**config.mk**
```make
export PLATFORM = sky130hd
export DESIGN_NAME = pipeline_run_ctrl
export DESIGN_NICKNAME = d
export VERILOG_FILES = /design/src/rtl/pipeline_run_ctrl_pkg.sv /design/src/rtl/pipeline_run_ctrl_sat_counter.sv /design/src/rtl/pipeline_run_ctrl.sv
export SDC_FILE = /design/constraint.sdc
export NUM_CORES = 1
export LEC_CHECK = 0
export BUFFER_PORTS_ARGS = -buffer_cell sky130_fd_sc_hd__buf_2
export CORE_MARGIN = 2
export CORE_UTILIZATION = 45
export CTS_BUF_LIST = sky130_fd_sc_hd__clkbuf_4 sky130_fd_sc_hd__clkbuf_8 sky130_fd_sc_hd__clkbuf_16
export CTS_CLUSTER_DIAMETER = 150
export DETAILED_ROUTE_END_ITERATION = 12
export GPL_TIMING_DRIVEN = 1
export PLACE_DENSITY_LB_ADDON = 0.2
export SETUP_SLACK_MARGIN = 0.4
export SLEW_MARGIN = 0
export SYNTH_ARGS = -nofsm -noshare
export SYNTH_HDL_FRONTEND = slang
export SYNTH_HIERARCHICAL = 1
export SYNTH_SLANG_ARGS = --single-unit
export TNS_END_PERCENT = 100
```
**constraint.sdc**
```tcl
create_clock -name i_clk -period 4.9 [get_ports i_clk]
set_input_delay 0 -clock i_clk [delete_from_list [all_inputs] [get_ports i_clk]]
set_output_delay 0 -clock i_clk [all_outputs]
set_load 0.005 [all_outputs]
```
**src/rtl/pipeline_run_ctrl_pkg.sv**
```systemverilog
// Shared constants for the run/step/halt sequencer and the ID-stage decoder.
package pipeline_run_ctrl_pkg;

  localparam logic [2:0] ST_IDLE  = 3'b000;
  localparam logic [2:0] ST_RUN   = 3'b001;
  localparam logic [2:0] ST_STEP  = 3'b010;
  localparam logic [2:0] ST_DRAIN = 3'b011;
  localparam logic [2:0] ST_DONE  = 3'b100;

  localparam logic [1:0] CMD_PAUSE      = 2'b00;
  localparam logic [1:0] CMD_RUN        = 2'b01;
  localparam logic [1:0] CMD_STEP       = 2'b10;
  localparam logic [1:0] CMD_PIPE_RESET = 2'b11;

  // Opcode the ID decoder matches to raise i_halt_detected.
  localparam logic [5:0] HALT_OPCODE = 6'b111111;

endpackage

```
**src/rtl/pipeline_run_ctrl_sat_counter.sv**
```systemverilog
// Saturating up-counter with synchronous clear and count enable.
module sat_counter #(
  parameter int WIDTH = 32
) (
  input  logic             i_clk,
  input  logic             i_reset,
  input  logic             i_clear,
  input  logic             i_enable,
  output logic [WIDTH-1:0] o_count
);

  logic [WIDTH-1:0] count_reg;
  logic [WIDTH-1:0] count_next;

  always_comb begin
    count_next = count_reg;
    if (i_clear) begin
      count_next = '0;
    end else if (i_enable && (count_reg != {WIDTH{1'b1}})) begin
      count_next = count_reg + WIDTH'(1);
    end
  end

  always_ff @(posedge i_clk) begin
    if (i_reset) begin
      count_reg <= '0;
    end else begin
      count_reg <= count_next;
    end
  end

  assign o_count = count_reg;

endmodule

```
**src/rtl/pipeline_run_ctrl.sv**
```systemverilog
// Run/step/halt sequencer for the five-stage pipeline: Moore FSM driving the
// global stall, PC freeze and pipe-reset pulse, plus an executed-cycle counter.
module pipeline_run_ctrl
  import pipeline_run_ctrl_pkg::*;
#(
  parameter int DRAIN_CYCLES = 3,
  parameter int NB_CYCLE     = 32
) (
  input  logic                i_clk,
  input  logic                i_reset,
  input  logic                i_cmd_valid,
  input  logic [1:0]          i_cmd,
  output logic                o_cmd_ready,
  input  logic                i_halt_detected,
  output logic                o_halt,
  output logic                o_pc_freeze,
  output logic                o_pipe_reset,
  output logic                o_program_done,
  output logic [2:0]          o_state,
  output logic [NB_CYCLE-1:0] o_cycle_count
);

  localparam int DRAIN_W = (DRAIN_CYCLES > 1) ? $clog2(DRAIN_CYCLES) : 1;

  logic [2:0]         state_reg;
  logic [2:0]         state_next;
  logic [DRAIN_W-1:0] drain_cnt_reg;
  logic [DRAIN_W-1:0] drain_cnt_next;
  logic               pipe_reset_reg;
  logic               pipe_reset_next;
  logic               ready_state;
  logic               cmd_fire;

  always_ff @(posedge i_clk) begin
    if (i_reset) begin
      state_reg      <= ST_IDLE;
      drain_cnt_reg  <= '0;
      pipe_reset_reg <= 1'b0;
    end else begin
      state_reg      <= state_next;
      drain_cnt_reg  <= drain_cnt_next;
      pipe_reset_reg <= pipe_reset_next;
    end
  end

  // While the reset pulse is out, ready drops so a back-to-back PIPE_RESET
  // waits one cycle instead of producing a two-cycle pulse.
  assign o_cmd_ready = ready_state & ~pipe_reset_reg;
  assign cmd_fire    = i_cmd_valid & o_cmd_ready;

  always_comb begin
    state_next      = state_reg;
    drain_cnt_next  = drain_cnt_reg;
    pipe_reset_next = 1'b0;
    case (state_reg)
      ST_IDLE: begin
        if (cmd_fire) begin
          case (i_cmd)
            CMD_RUN:        state_next = ST_RUN;
            CMD_STEP:       state_next = ST_STEP;
            CMD_PIPE_RESET: pipe_reset_next = 1'b1;
            default:        state_next = ST_IDLE;
          endcase
        end
      end
      ST_RUN: begin
        if (i_halt_detected) begin
          state_next     = ST_DRAIN;
          drain_cnt_next = DRAIN_W'(DRAIN_CYCLES - 1);
        end else if (cmd_fire && (i_cmd == CMD_PAUSE)) begin
          state_next = ST_IDLE;
        end
      end
      ST_STEP: begin
        if (i_halt_detected) begin
          state_next     = ST_DRAIN;
          drain_cnt_next = DRAIN_W'(DRAIN_CYCLES - 1);
        end else begin
          state_next = ST_IDLE;
        end
      end
      ST_DRAIN: begin
        if (drain_cnt_reg == '0) begin
          state_next = ST_DONE;
        end else begin
          drain_cnt_next = drain_cnt_reg - DRAIN_W'(1);
        end
      end
      ST_DONE: begin
        if (cmd_fire && (i_cmd == CMD_PIPE_RESET)) begin
          state_next      = ST_IDLE;
          pipe_reset_next = 1'b1;
        end
      end
      default: begin
        state_next     = ST_IDLE;
        drain_cnt_next = '0;
      end
    endcase
  end

  always_comb begin
    o_halt         = 1'b1;
    o_pc_freeze    = 1'b1;
    o_program_done = 1'b0;
    ready_state    = 1'b0;
    case (state_reg)
      ST_IDLE: begin
        ready_state = 1'b1;
      end
      ST_RUN: begin
        o_halt      = 1'b0;
        o_pc_freeze = 1'b0;
        ready_state = 1'b1;
      end
      ST_STEP: begin
        o_halt      = 1'b0;
        o_pc_freeze = 1'b0;
      end
      ST_DRAIN: begin
        o_halt = 1'b0;
      end
      ST_DONE: begin
        o_program_done = 1'b1;
        ready_state    = 1'b1;
      end
      default: begin
        ready_state = 1'b0;
      end
    endcase
  end

  assign o_pipe_reset = pipe_reset_reg;
  assign o_state      = state_reg;

  sat_counter #(
    .WIDTH(NB_CYCLE)
  ) u_cycle_counter (
    .i_clk   (i_clk),
    .i_reset (i_reset),
    .i_clear (pipe_reset_next),
    .i_enable(~o_halt),
    .o_count (o_cycle_count)
  );

endmodule

```
# [Word level (Yosys, flattened, before mapping)]
# Index checks and enable logic that the tools add are counted.
[totals] word_cells=57 out_inout_bits=40 input_bits=6 regBits=38
[classes] mux=19 eq_ne=15 bitwise_logic=4 n_addsub=2 reduce_logical=13
[op_table] cell="32-bit by 1-bit adder with 32-bit output, second input constant" n=1
[op_table] cell="32-bit != test, second input constant" n=1
[op_table] cell="3-bit two-way mux" n=5
[op_table] cell="3-bit one-hot mux with 5 select lines" n=1
[op_table] cell="2-bit != test, second input constant" n=5
[op_table] cell="3-bit one-hot mux with 3 select lines" n=1
[op_table] cell="1-bit two-way mux" n=7
[op_table] cell="3-bit by 2-bit equality test with 1-bit output, second input constant" n=2
[op_table] cell="2-bit two-way mux" n=3
[op_table] cell="2-bit one-hot mux with 3 select lines" n=1
[op_table] cell="2-bit OR reduction" n=3
[op_table] cell="3-bit OR reduction" n=2
[op_table] cell="5-bit AND reduction" n=1
[op_table] cell="2-bit equality test, second input constant" n=2
[op_table] cell="2-bit zero test" n=2
[op_table] cell="3-bit by 1-bit equality test with 1-bit output, second input constant" n=1
[op_table] cell="3-bit equality test, second input constant" n=1
[op_table] cell="1-bit logical AND" n=3
[op_table] cell="3-bit zero test" n=1
[op_table] cell="3-bit != test, second input constant" n=1
[op_table] cell="3-bit AND reduction" n=1
[op_table] cell="1-bit AND" n=2
[op_table] cell="2-bit by 1-bit equality test with 1-bit output, second input constant" n=1
[op_table] cell="2-bit by 1-bit != test with 1-bit output, second input constant" n=1
[op_table] cell="3 further kinds" n=4

# [Longest topological paths before layout]
[depth] ltp_word=9 depth_mapped=10 depth_no_buf=8

# [Modules after synthesis]
# The synthesis kept the hierarchy.
[modules_own_cells] module="sat_counter" seq_area_each_um2=640.6 area_per_inst_um2=1620.3 n_inst=1 cells_per_inst=198
[modules_own_cells] module="pipeline_run_ctrl" seq_area_each_um2=120.1 area_per_inst_um2=490.5 n_inst=1 cells_per_inst=61

# [Worst setup path after synthesis]
# Ideal clock, no wire load.
[synth_timing] path_type="reg2reg" start="register state_reg[1], in the netlist o_state[1]" end="register u_cycle_counter.count_reg[26], in the netlist u_cycle_counter/o_count[26]" stages_incl_launch_ff=9 period_less_slack_ns=2.334 path_buffers=1 arrival_time_ns=2.264 required_time_ns=4.830 path_slack_ns=2.566 path_cell_list="dfxtp_1 -> buf_4 -> o21ai_0 -> inv_1 -> nand4_1 -> or4_4 -> or4_4 -> or3_1 -> a21oi_1"
[synth_via] elab_chain_cells=9
[synth_lines] element="from (decl)" line_no="pipeline_run_ctrl.sv:25" source="logic [2:0] state_reg;"
[synth_lines] element="from (signal assigned)" line_no="pipeline_run_ctrl.sv:40" source="state_reg <= state_next;"
[synth_lines] element="3-bit equality test, or another cell as far along" line_no="pipeline_run_ctrl.sv:55, pipeline_run_ctrl.sv:107"
[synth_lines] element="3-bit OR reduction (no source line)"
[synth_lines] element="1-bit two-way mux" line_no="pipeline_run_ctrl.sv:107" source="case (state_reg)"
[synth_lines] element="1-bit AND" line_no="pipeline_run_ctrl.sv:48" source="assign o_cmd_ready = ready_state & ~pipe_reset_reg;"
[synth_lines] element="1-bit AND" line_no="pipeline_run_ctrl.sv:49" source="assign cmd_fire = i_cmd_valid & o_cmd_ready;"
[synth_lines] element="1-bit logical AND" line_no="pipeline_run_ctrl.sv:90" source="if (cmd_fire && (i_cmd == CMD_PIPE_RESET)) begin"
[synth_lines] element="1-bit two-way mux" line_no="pipeline_run_ctrl.sv:90"
[synth_lines] element="1-bit one-hot mux with 2 select lines" line_no="pipeline_run_ctrl.sv:55" source="case (state_reg)"
[synth_lines] element="2-bit OR reduction (no source line)"
[synth_lines] element="to (signal assigned)" line_no="pipeline_run_ctrl_sat_counter.sv:28" source="count_reg <= count_next;"
[synth_lines] element="to (decl)" line_no="pipeline_run_ctrl_sat_counter.sv:12" source="logic [WIDTH-1:0] count_reg;"
# Parallel ways exist; a longest one is shown, timed or not.
# A chain may end at the register's enable or synchronous reset.

# [Final worst setup path]
[layout_timing] start="register u_cycle_counter.count_reg[8], in the netlist u_cycle_counter/o_count[8]" end="register u_cycle_counter.count_reg[11], in the netlist u_cycle_counter/o_count[11]"
[layout_via] elab_chain_cells=2
[layout_lines] element="parallel branches: the longest is 2 deep, another holds 32-bit by 1-bit adder with 32-bit output"
# Several ways; the timed one is not identified.

==> flow_metrics.env <==
export IMPL_grt_max_degree=31
export IMPL_crit_chain="nand3_1 -> or4_1 -> o31ai_1 -> o21ai_0 -> a21oi_1"
export IMPL_whs_ps=110.3
export IMPL_end_kind="register"
export IMPL_cpMaxStageDelayCell="o31ai_1"
export IMPL_clkLatencyLatePin_ps=290
export IMPL_min_delay_start="i_cmd_valid"
export IMPL_hold_depth=3
export IMPL_synth_xor_area_frac=0.03320
export IMPL_avgViaCountPerCell=5.853
export IMPL_finalCritPeriodShare=0.5790
export IMPL_grt_pass1_vias=1816
export IMPL_rows=24
export IMPL_r2r_start="u_cycle_counter/o_count[8]"
export IMPL_max_stage_delay_ps=1030
export IMPL_vias=2066
export IMPL_cp_data_required_time_ps=5110
export IMPL_status="finished, final reports clean"
export IMPL_multi_input_area_sq_um=1244
export IMPL_synth_top_family_by_area="simple AND/OR/NAND/NOR gates"
export IMPL_synth_edf_count=0
export IMPL_hpwl_microns=3501
export IMPL_hold_violations=0
export IMPL_crit_type="reg2reg"
export IMPL_cts_htree_levels=2
export IMPL_max_freq_mhz=352.5
export IMPL_async_flop_share=0
export IMPL_die_h_microns=72.49
export IMPL_p_leak_uw=0.0009411
export IMPL_syn_area_per_cell_sq_um=8.150
export IMPL_maxCapViolCount=0
export IMPL_syn_num_nets=267
export IMPL_dr_pass1_iters=4
export IMPL_syn_area_sq_um=2111
export IMPL_rsz0062_at_grt="no"
export IMPL_ys_types=52
export IMPL_clock_sinks=38
export IMPL_max_slew_margin=0.1993
export IMPL_synth_fa_ha_area_frac=0.01186
export IMPL_ios=46
export IMPL_tns_ps=0
export IMPL_arrival_ps=3050
export IMPL_ys_warnings_count=6
export IMPL_setup_viol=0
export IMPL_p_total_uw=583.9
export IMPL_fin_skew_ps=5.153
export IMPL_yosysSeqAreaShare=0.3604
export IMPL_worstMarginPinSlew_ps=1191
export IMPL_yosys_mux_area_fraction=0.007113
export IMPL_synth_cells=259
export IMPL_dieWidth_microns=72.49
export IMPL_core_sq_um=4444
export IMPL_cts_root_buf="clkbuf_8"
export IMPL_drv_slew=0
export IMPL_ys_ff_latch=38
export IMPL_ir_drop_uv=148.2
export IMPL_die_area_sq_um=5255
export IMPL_largest_reg_flops=32
export IMPL_gp_congestion=0.8298
export IMPL_drtIter0Drc=97
export IMPL_ant_nets=0
export IMPL_worstPathMaxFanout=11
export IMPL_cts_tree="done"
export IMPL_io_buffers=45
export IMPL_layout_drive_gt1_share=0.2292
export IMPL_cpLargestDelayFamily="compound AO/OA/AOI/OAI gates"
export IMPL_initial_utilization=0.4749
export IMPL_area_delta_synth_final_pct=15.65
export IMPL_final_cell_mix="45 x buf_2, 38 x dfxtp_1, 22 x nor2_1, 21 x nand2_1, 20 x a21oi_1"
export IMPL_r2r_end="u_cycle_counter/o_count[11]"
export IMPL_fillers=437
export IMPL_numCtsBuffers=5
export IMPL_cp_num_buf_inv=0
export IMPL_drcViolationCount=0
export IMPL_synth_compound_area_share=0.2247
export IMPL_grt_usage=0.1984
export IMPL_rr_worst_depth=5
export IMPL_ys_flop_type="dfxtp_1"
export IMPL_grt_first_pass_wirelength_microns=8349
export IMPL_antenna_found_initial=0
export IMPL_grt_overflow=0
export IMPL_num_antenna_cells=0
export IMPL_final_common_cell="buf_2"
export IMPL_post_drt_wl_per_cell_microns=13.71
export IMPL_post_cts_buffers=0
export IMPL_hold_path_class="in2reg"
export IMPL_register_area_sq_um=760.7
export IMPL_clk_path_buf_depth=2
export IMPL_holdPathEnd="o_state[0]"
export IMPL_drt_wl_total_microns=4840
export IMPL_power_density_nw_per_um2=239.2
export IMPL_reg2reg_slack_ps=2060
export IMPL_clk_pin_slew_ps=70
export IMPL_worst_setup_path_start_kind="register"
export IMPL_synth_simple_area_share=0.3124
export IMPL_nNetsFinal=308
export IMPL_layout_min_cycle_time_ps=2837
==> worst register-to-register path, stage by stage (launching register included) <==
cell	delay, ps
dfxtp_1	500
nand3_1	180
or4_1	680
o31ai_1	1030
o21ai_0	220
a21oi_1	160
==> cells by family after synthesis <==
| family | after synthesis |
|---|---|
| XOR/XNOR | 8 |
| flip-flops | 38 |
| AND/OR/NAND/NOR | 117 |
| multiplexers | 1 |
| AO/OA/AOI/OAI | 70 |
| buffers and inverters | 23 |
| adder cells (fa/ha/maj) | 2 |
==> where the power goes <==
group,total [uW],internal (uW),switching [uW]
clock,225,119,106
sequential,315,311,4.54
combinational,43.8,17.4,26.3
total,584,447,137
==> what timing repair did <==
action                    in CTS  in global routing
hold endpoints to repair       3                  0
gates resized for setup        0                  0
hold buffers                   1                  0
==> worst max-delay path by stage <==
stage,to,depth (start not counted),slack [ps],startpoint
2_1_floorplan,u_cycle_counter/o_count[26],8,2570,o_state[1]
3_3_place_gp,u_cycle_counter/o_count[31],5,2160,u_cycle_counter/o_count[8]
3_5_place_dp,u_cycle_counter/o_count[11],5,2130,u_cycle_counter/o_count[8]
4_1_cts,u_cycle_counter/o_count[11],5,2080,u_cycle_counter/o_count[8]
5_1_grt,u_cycle_counter/o_count[11],5,1740,u_cycle_counter/o_count[8]
6_report,u_cycle_counter/o_count[11],5,2060,u_cycle_counter/o_count[8]
==> cells in the mapped netlist (4+ instances only) <==
master    instances  area, sq um
dfxtp_1          38        760.7
nor2_1           22        82.58
nand2_1          21        78.83
a21oi_1          20        100.1
o21ai_0          15        75.07
or3_1            15        93.84
nand3_1          13        65.06
inv_1            11        41.29
nand4_1           9        56.30
nor3_1            7        35.03
a31oi_1           5        31.28
clkbuf_1          5        18.77
o21ai_1           5        25.02
or4_1             5        37.54
xnor2_1           5        43.79
buf_2             4        20.02
nor4_1            4        25.02
==> layer usage <==
layer / vias to the layer above / GRT usage / wire length [microns] / part of all wire
met5: - / 0 / 0 / 0
met2: 51 / 0.2966 / 2120 / 0.44
met1: 952 / 0.2762 / 2399 / 0.50
met4: 0 / 0.06996 / 87 / 0.018
met3: 8 / 0.05278 / 232 / 0.048
li1: 1055 / - / - / -
==> metrics by stage <==
stage | cells | area, sq um | setup slack [ps] | utilization
finish | 353 | 2441 | 2063 | 0.5493
global route | 353 | 2441 | 1743 | 0.5493
CTS | 353 | 2441 | 2083 | 0.5493
detailed placement | 344 | 2336 | 2125 | 0.5256
global placement | 344 | 2336 | 2159 | 0.5256
floorplan | 259 | 2111 | 2566 | -
==> layout make-up <==
type	instances	area share
inverter	11	0.01691
sequential	38	0.3116
clock inverter	1	0.002050
clock buffer	7	0.03690
multi-input combinational	198	0.5095
timing repair buffer	46	0.09636
tap	52	0.02665
(Power assumes the default switching activity.)
